--- config.mk ---
export PLATFORM = sky130hd
export DESIGN_NAME = pipe_stage_chain
export DESIGN_NICKNAME = d
export VERILOG_FILES = /design/src/rtl/pipe_stage_chain.sv
export SDC_FILE = /design/constraint.sdc
export NUM_CORES = 1
export LEC_CHECK = 0
export CORE_MARGIN = 2
export CORE_UTILIZATION = 55
export DETAILED_ROUTE_END_ITERATION = 16
export GPL_ROUTABILITY_DRIVEN = 0
export PLACE_DENSITY = 0.85
export SYNTH_ARGS = -nofsm -noshare
export SYNTH_HDL_FRONTEND = slang
export SYNTH_SLANG_ARGS = --single-unit
--- constraint.sdc ---
create_clock -name clk -period 28.8 [get_ports clk]
set_input_delay 7.2 -clock clk [delete_from_list [all_inputs] [get_ports clk]]
set_output_delay 7.2 -clock clk [all_outputs]
set_load 0.02 [all_outputs]
--- src/rtl/pipe_stage_chain.sv ---
// pipe_stage_chain: STAGES-deep valid/ready register chain with stall, flush and bubbles.
// Optional perf counters (bubble_cnt, kill_cnt) with `define PIPE_STAGE_PERF_CNT_EN.
module pipe_stage_chain #(
  parameter int DATA_W = 64,
  parameter int STAGES = 4
) (
  input  logic                         clk,
  input  logic                         arst,
  input  logic                         enable,
  input  logic                         in_valid,
  input  logic [DATA_W-1:0]            in_data,
  output logic                         in_ready,
  input  logic [STAGES-1:0]            stall,
  input  logic [STAGES-1:0]            flush,
  output logic                         out_valid,
  output logic [DATA_W-1:0]            out_data,
  input  logic                         out_ready,
  output logic                         out_fire,
  output logic [$clog2(STAGES+1)-1:0]  occupancy
`ifdef PIPE_STAGE_PERF_CNT_EN
  ,
  output logic [31:0]                  bubble_cnt,
  output logic [31:0]                  kill_cnt
`endif
);

  localparam int OW = $clog2(STAGES+1);
  localparam int L  = STAGES-1;

  logic [STAGES-1:0] v;
  logic [STAGES-1:0] ev;
  logic [STAGES-1:0] fl;
  logic [STAGES-1:0] hold;
  logic [STAGES-1:0] inc;
  logic [DATA_W-1:0] d  [STAGES];
  logic [DATA_W-1:0] up [STAGES];

  // flush is ignored while frozen, so a disabled chain shows its true state
  assign fl = flush & {STAGES{enable}};
  assign ev = v & ~fl;

  always_comb begin : hold_chain
    logic [STAGES-1:0] h;
    h    = '0;
    h[L] = ev[L] & (stall[L] | ~out_ready);
    for (int k = L-1; k >= 0; k--)
      h[k] = ev[k] & (stall[k] | h[k+1]);
    hold = h;
  end

  assign in_ready  = enable & ~hold[0];
  assign out_valid = ev[L];
  assign out_data  = d[L];
  assign out_fire  = enable & ev[L] & ~hold[L];

  always_comb begin
    inc    = '0;
    inc[0] = in_valid & in_ready;
    up[0]  = in_data;
    for (int k = 1; k < STAGES; k++) begin
      inc[k] = ev[k-1] & ~hold[k-1];
      up[k]  = d[k-1];
    end
  end

  always_comb begin
    occupancy = '0;
    for (int k = 0; k < STAGES; k++)
      occupancy = occupancy + OW'(v[k]);
  end

  // inc[k] and hold[k] are mutually exclusive, so a load never hits a held stage
  always_ff @(posedge clk or posedge arst) begin
    if (arst) begin
      v <= '0;
      for (int k = 0; k < STAGES; k++)
        d[k] <= '0;
    end else if (enable) begin
      for (int k = 0; k < STAGES; k++) begin
        v[k] <= hold[k] ? ev[k] : inc[k];
        if (inc[k])
          d[k] <= up[k];
      end
    end
  end

`ifdef PIPE_STAGE_PERF_CNT_EN
  logic [OW-1:0] kills;
  logic [32:0]   ksum;

  always_comb begin
    kills = '0;
    for (int k = 0; k < STAGES; k++)
      kills = kills + OW'(v[k] & fl[k]);
  end

  assign ksum = {1'b0, kill_cnt} + 33'(kills);

  always_ff @(posedge clk or posedge arst) begin
    if (arst) begin
      bubble_cnt <= '0;
      kill_cnt   <= '0;
    end else if (enable) begin
      if (!out_valid && bubble_cnt != '1)
        bubble_cnt <= bubble_cnt + 32'd1;
      kill_cnt <= ksum[32] ? '1 : ksum[31:0];
    end
  end
`endif

endmodule

==> results.md, run 1 <==
* Post-CTS setup buffers at 0
* Chip Height at 142.8 um
* Post-CTS sizing at 0
* Flops & latches, synth at 260
* Final min period at 16.64 ns
* Core area at 18830 um2
* Status: finished clean
* Initial DRC Count at 208
* Layout area overhead at 20.24%
* Post-synthesis net count at 730
* Vias per cell at 5.237
* TritonCTS clock tree: built
* Max-cap check violation count at 0
* Crit-path max FO at 14
* Initial antenna violation count at 0
* Hold WC Path Type: reg2reg
* Final worst path period share at 57.79%
* Port bufs at 146
* Top-count cell post-synth: dfrtp_1
* Synth top area cells: dfrtp_1 (61%), mux2_2 (21%), mux2_4 (6.9%), buf_4 (4.5%), buf_6 (1.3%)
* Register area share after synthesis at 61.43%
* Synth unique cells at 33
* Final #Nets at 820
* Grt ovf at 0
* Path length in cells of the critical path at 5
* Slew HR at 35.19%
* Final ANT Viol Nets at 0
* Post-synth EDFFs at 0
* Crit path top cell by count: clkdlybuf4s50_1
* WP data required at 21.60 ns
* Die Width at 142.8 um
* Rows at 50
* M1 WL at 7.962 mm
* Post-Synthesis Cells at 650
* Leading cell types by count after synthesis: dfrtp_1 (260), mux2_2 (202), buf_4 (64)
* Placed Instances at 971
* WHS Path Cells at 1
* First-pass GRT wire length at 31.50 mm
* Post-Layout Cell Count at 1018
* RSZ-0062 raised after global routing: false
* H-tree Lvls at 1
* Clk sinks at 260
* Max-slew violation count at 0
* Final setup vio count at 0
* Mapped Area at 10590 um2
* WL met2 at 9.979 mm
* Startpoint Class: primary input
* Effective utilization at floorplan at 56.25%
* Post-route DRC at 0
* DRT Pass-1 Iters at 4
* Synth top area share at 61.43%
* Finished Cell Area at 12730 um2
* WP data arrival at 9.44 ns
* ANT cells at 0
* Clock root buffer master: clkbuf_16
* Family with the most delay on the worst path: buffers and inverters
* DP Area at 11760 um2
* YS warnings at 0
* Peak supply drop at 0.04662 mV
* Aggregate global-route resource usage at 19.41%
* Num CTS Buffers at 27
* Largest net degree at the start of global routing at 144
* Pwr Density at 102.9 nW/um2
* Slew @ Worst Pin at 0.9722 ns
* Share of layout cells above drive strength 1 at 40.77%
* Syn Area/Cell at 16.29 um2
* Number of global-route vias before repair at 6033
* Placed wire-length estimate at 11.74 mm
* CP endpoint kind: output port
* Routed wl met3 at 780 um
* Slowest CP cell: clkdlybuf4s50_1
* Clock insertion delay at the later pin of the skew report at 0.51 ns
* Top Metal Used: met4
* Clock buffer depth at 3
* CP cell instances: clkdlybuf4s50_1 -> nand2b_1 -> a311oi_4 -> or3_1 -> clkdlybuf4s50_1
* Post-CTS Hold Buffers at 0
* Max Fclk at 60.08 MHz
* Top_reg_cell synth: dfrtp_1
* Clock Skews at 0.007719 ns
* Crit path largest cell delay at 0.74 ns
* P_leak at 5.862 nW
* Top Ports at 147
* WL final at 19.00 mm
* Setup TNS at 0 ns
* Crit Path Category: in2out
* Synth area leader: dfrtp_1
* Final Hold Viols at 0
* Die area at 20380 um2
* Clk slew on worst S/H paths at 0.06 ns
* DR vias at 5331
* Routed length per placed instance at 18.66 um
* FF-to-FF path depth at 5
* Async SR Flop Fraction at 100.0%
* Crit path buf inv count at 2
[flip-flops by register name, summed over array words and instances, names as in the netlist]
name      cells
d           192
out_data     64
v             4
[logic make-up after synthesis]
family          share of synthesized area (%)
flops                                   61.43
mux                                     28.95
buf+inv                                 6.757
simple gates                            1.181
compound gates                          1.252
fa+ha+maj                              0.4253
[cell type report]
type	count	area, um2
timing repair buffer	152	1506
clock inverter	8	167.7
sequential	260	6506
multi-input combinational	292	3385
clock buffer	39	810.8
fill	1231	6096
tap	260	325.3
inverter	7	33.78
[metrics by stage]
step	setup slack, ns	util, %	hold WS, ns	power [mW]
floorplan	13.38	-	0.4602	0.8521
global placement	12.27	62.43	0.4762	0.9163
detailed placement	12.20	62.43	0.4870	0.9428
CTS	12.18	67.63	0.4989	1.325
global route	12.06	67.63	0.5107	1.374
finish	12.16	67.63	0.4934	1.310
[metal layers]
metal  vias to the layer above  track usage, %
li1                       2396               -
met1                      2790           24.95
met2                       122           34.94
met3                        23           2.951
met4                         0           4.429
met5                         -               0
[power by group]
part / internal (mW) / leakage, nW / total [mW] / switching, mW
logic: 0.211 / 2.17 / 0.345 / 0.134
clock network: 0.238 / 0.480 / 0.374 / 0.135
registers: 0.511 / 3.22 / 0.591 / 0.0801
[path summary, 6_finish.rpt]
path	start	to	slack, ns
worst max-delay path	enable	in_ready	12.16
worst min-delay path	d[255]	d[255]	0.49
worst max register to register	v[3]	d[188]	25.85
worst min register to register	d[255]	d[255]	0.49
max in group asynchronous	arst	d[245]	19.48
min in group asynchronous	arst	d[159]	7.24
[cell usage in the layout, fill, tap and decap left out, drive strengths merged, types with 2 or more instances in the layout]
| master | instances |
|---|---|
| buf | 6 |
| clkdlybuf4s50 | 146 |
| nand2 | 5 |
| nor2b | 2 |
| clkbuf | 39 |
| nand3 | 2 |
| nor2 | 2 |
| bufinv | 5 |
| dfrtp | 260 |
| clkinv | 2 |
| o31ai | 2 |
| o21ai | 4 |
| inv | 7 |
| ha | 2 |
| nand2b | 3 |
| mux2 | 256 |
No activity file was read; power rests on OpenSTA's default activity.
==> run 2: changes to the inputs <==
==> constraint.sdc (replaced) <==
create_clock -name clk -period 15.91 [get_ports clk]
set_input_delay 3.9775 -clock clk [delete_from_list [all_inputs] [get_ports clk]]
set_output_delay 3.9775 -clock clk [all_outputs]
set_load 0.02 [all_outputs]
==> run 2 against run 1 <==
Net effect: routed wire length about the same; combinational power up 81%; register-to-register slack worse by 13 ns; first-iteration DRC count down 25%; core utilization down 0.52 points; via count down 0.28%; clock skew up 0.00061 ns; sequential power up 81%; clock power up 66%; largest cell class unchanged; largest power group unchanged.
==> results.md, run 2 (synthesis gave the netlist of run 1 again) <==
* CP cell instances: clkdlybuf4s50_1 -> or4b_1 -> nor2_1 -> or3_1 -> clkdlybuf4s50_1
* Post-CTS setup buffers at 0 (unchanged)
* Final Hold Viols at 0 (unchanged)
* Initial antenna violation count at 0 (unchanged)
* Hold WC Path Type: reg2reg
* Clock insertion delay at the later pin of the skew report at 0.51 ns (about the same)
* Max-cap check violation count at 0 (unchanged)
* Hold endpoint: d[255]
* Placed wire-length estimate at 11.67 mm (-0.60%)
* Switch share at 27.16% (+0.46 points)
* P_leak at 5.821 nW (-0.69%)
* Final worst path period share at 64.12%
* Final min period at 10.20 ns
* Post-CTS Hold Buffers at 0 (unchanged)
* WP data required at 11.93 ns (-9.67 ns)
* Crit path largest cell delay at 0.74 ns (about the same)
* TritonCTS clock tree: built
* R2R setup slack at 12.98 ns (-12.87 ns)
* Post-Layout Cell Count at 1016 (-0.20%)
* Crit-path max FO at 14 (unchanged)
* ANT cells at 0 (unchanged)
* Max-slew violation count at 0 (unchanged)
* RR Endpoint: d[184]
* Family with the most delay on the worst path: buffers and inverters
* Sw power at 0.6280 mW (+80%)
* Clock Skews at 0.008327 ns (+0.0006071 ns)
* Share of layout cells above drive strength 1 at 40.48% (-0.29 points)
* Final #Nets at 820 (unchanged)
* Post-route DRC at 0 (unchanged)
* Pwr Density at 183.0 nW/um2 (+78%)
* Initial DRC Count at 155 (-25%)
* Aggregate global-route resource usage at 19.50% (+0.084 points)
* Clk sinks at 260 (unchanged)
* Die Width at 142.8 um (unchanged)
* Internal power at 1.684 mW (+75%)
* Num CTS Buffers at 27 (unchanged)
* Startpoint Class: primary input
* Final setup vio count at 0 (unchanged)
* Max Fclk at 98.02 MHz
* FF-to-FF path depth at 5 (unchanged)
* Clock buffer depth at 3 (unchanged)
* DR vias at 5316 (-0.28%)
* Final ANT Viol Nets at 0 (unchanged)
* Post-CTS sizing at 0 (unchanged)
* Crit path top cell by count: clkdlybuf4s50_1
* Sequential Power Share at 46.3% (+1.2 points)
* H-tree Lvls at 1 (unchanged)
* # fillers at 1297 (+5.4%)
* Port bufs at 146 (unchanged)
* Combinational share of power at 26.9% (+0.6 points)
* Number of global-route vias before repair at 6040 (+0.12%)
* Seq. cell area at 6506 um2 (unchanged)
* Total chip power at 2.312 mW (+76%)
* Top Ports at 147 (unchanged)
* Reg-to-reg startpoint: v[3]
* Most frequent cells in the layout: dfrtp_1 (260), mux2_2 (202), clkdlybuf4s50_1 (146)
* Largest net degree at the start of global routing at 124 (-14%)
* Die area at 20380 um2 (unchanged)
* Chip Height at 142.8 um (unchanged)
* WL final at 19.00 mm (about the same)
* Core area at 18830 um2 (unchanged)
* Slew @ Worst Pin at 1.046 ns (+0.07334 ns)
* Top reg by flops: d
* Slack of the critical path at 5.708 ns (-6.448 ns)
* Multi-input gate area at 3385 um2 (unchanged)
* Clock root buffer master: clkbuf_16
* Layout area overhead at 19.31%
* Grt ovf at 0 (unchanged)
* RSZ-0062 raised after global routing: false
* Slowest CP cell: clkdlybuf4s50_1
* Crit. Startpoint: enable
* Placed Instances at 971 (unchanged)
* Slew HR at 30.30% (-4.9 points)
* Number of flip-flops under the largest register name at 192 (unchanged)
* First-pass GRT wire length at 31.49 mm (about the same)
* Setup TNS at 0 ns (unchanged)
* Clk slew on worst S/H paths at 0.06 ns (about the same)
* Crit Path Category: in2out
* WP data arrival at 6.22 ns (-3.22 ns)
* DRT Pass-1 Iters at 4 (unchanged)
* Status: finished clean
* WHS Path Cells at 1 (unchanged)
* Peak supply drop at 0.1073 mV (+130%)
* Crit path buf inv count at 2 (unchanged)
* Routed length per placed instance at 18.70 um (+0.23%)
* Post-Place Setup Slack at 5.736 ns (-6.462 ns)
* Commonest non-fill, non-tap cell in the layout: dfrtp_1
* Rows at 50 (unchanged)
* Hold Path Origin: d[255]
* CP endpoint kind: output port
* Vias per cell at 5.232 (about the same)
* Clk network pwr share at 26.8% (-1.7 points)
* Effective utilization at floorplan at 56.25% (unchanged)
[run 2: cell type report]
type / instances / share of cell area, %
multi-input cells: 292 / 26.78
well taps: 260 / 2.574
repair buffers: 152 / 11.92
inverters: 7 / 0.2673
clock inverters: 6 / 0.6337
clock buffers: 39 / 6.337
flip-flops and latches: 260 / 51.49
[run 2: power groups by stage]
stage	combinational (mW)	sequential (mW)	clock, mW
global placement	0.602	1.06	0
detailed placement	0.627	1.08	0
global route	0.666	1.11	0.663
CTS	0.633	1.07	0.632
finish	0.623	1.07	0.619
floorplan	0.519	1.02	0
[run 2: how the worst max path moves through the flow]
stage / endpoint / slack (ns) / depth (start not counted)
2_1_floorplan: d[100] / 4.78 / 1
5_1_grt: in_ready / 5.59 / 5
3_5_place_dp: in_ready / 5.74 / 5
6_report: in_ready / 5.71 / 5
4_1_cts: in_ready / 5.74 / 5
3_3_place_gp: in_ready / 5.82 / 5
[run 2: metrics by stage]
stage	hold slack [ns]	util [%]	instance area, um2
2_1_floorplan	0.4602	-	10590
3_3_place_gp	0.4768	62.43	11760
3_5_place_dp	0.4874	62.43	11760
4_1_cts	0.4985	67.11	12640
5_1_grt	0.5084	67.11	12640
6_report	0.4974	67.11	12640
[run 2: layer usage]
layer  vias up  GRT usage, %  wire, um
li1       2390             -         -
met1      2782         24.42      7700
met2       111         35.10     10160
met3        33         3.186       741
met4         0         5.524       397
met5         -             0         0
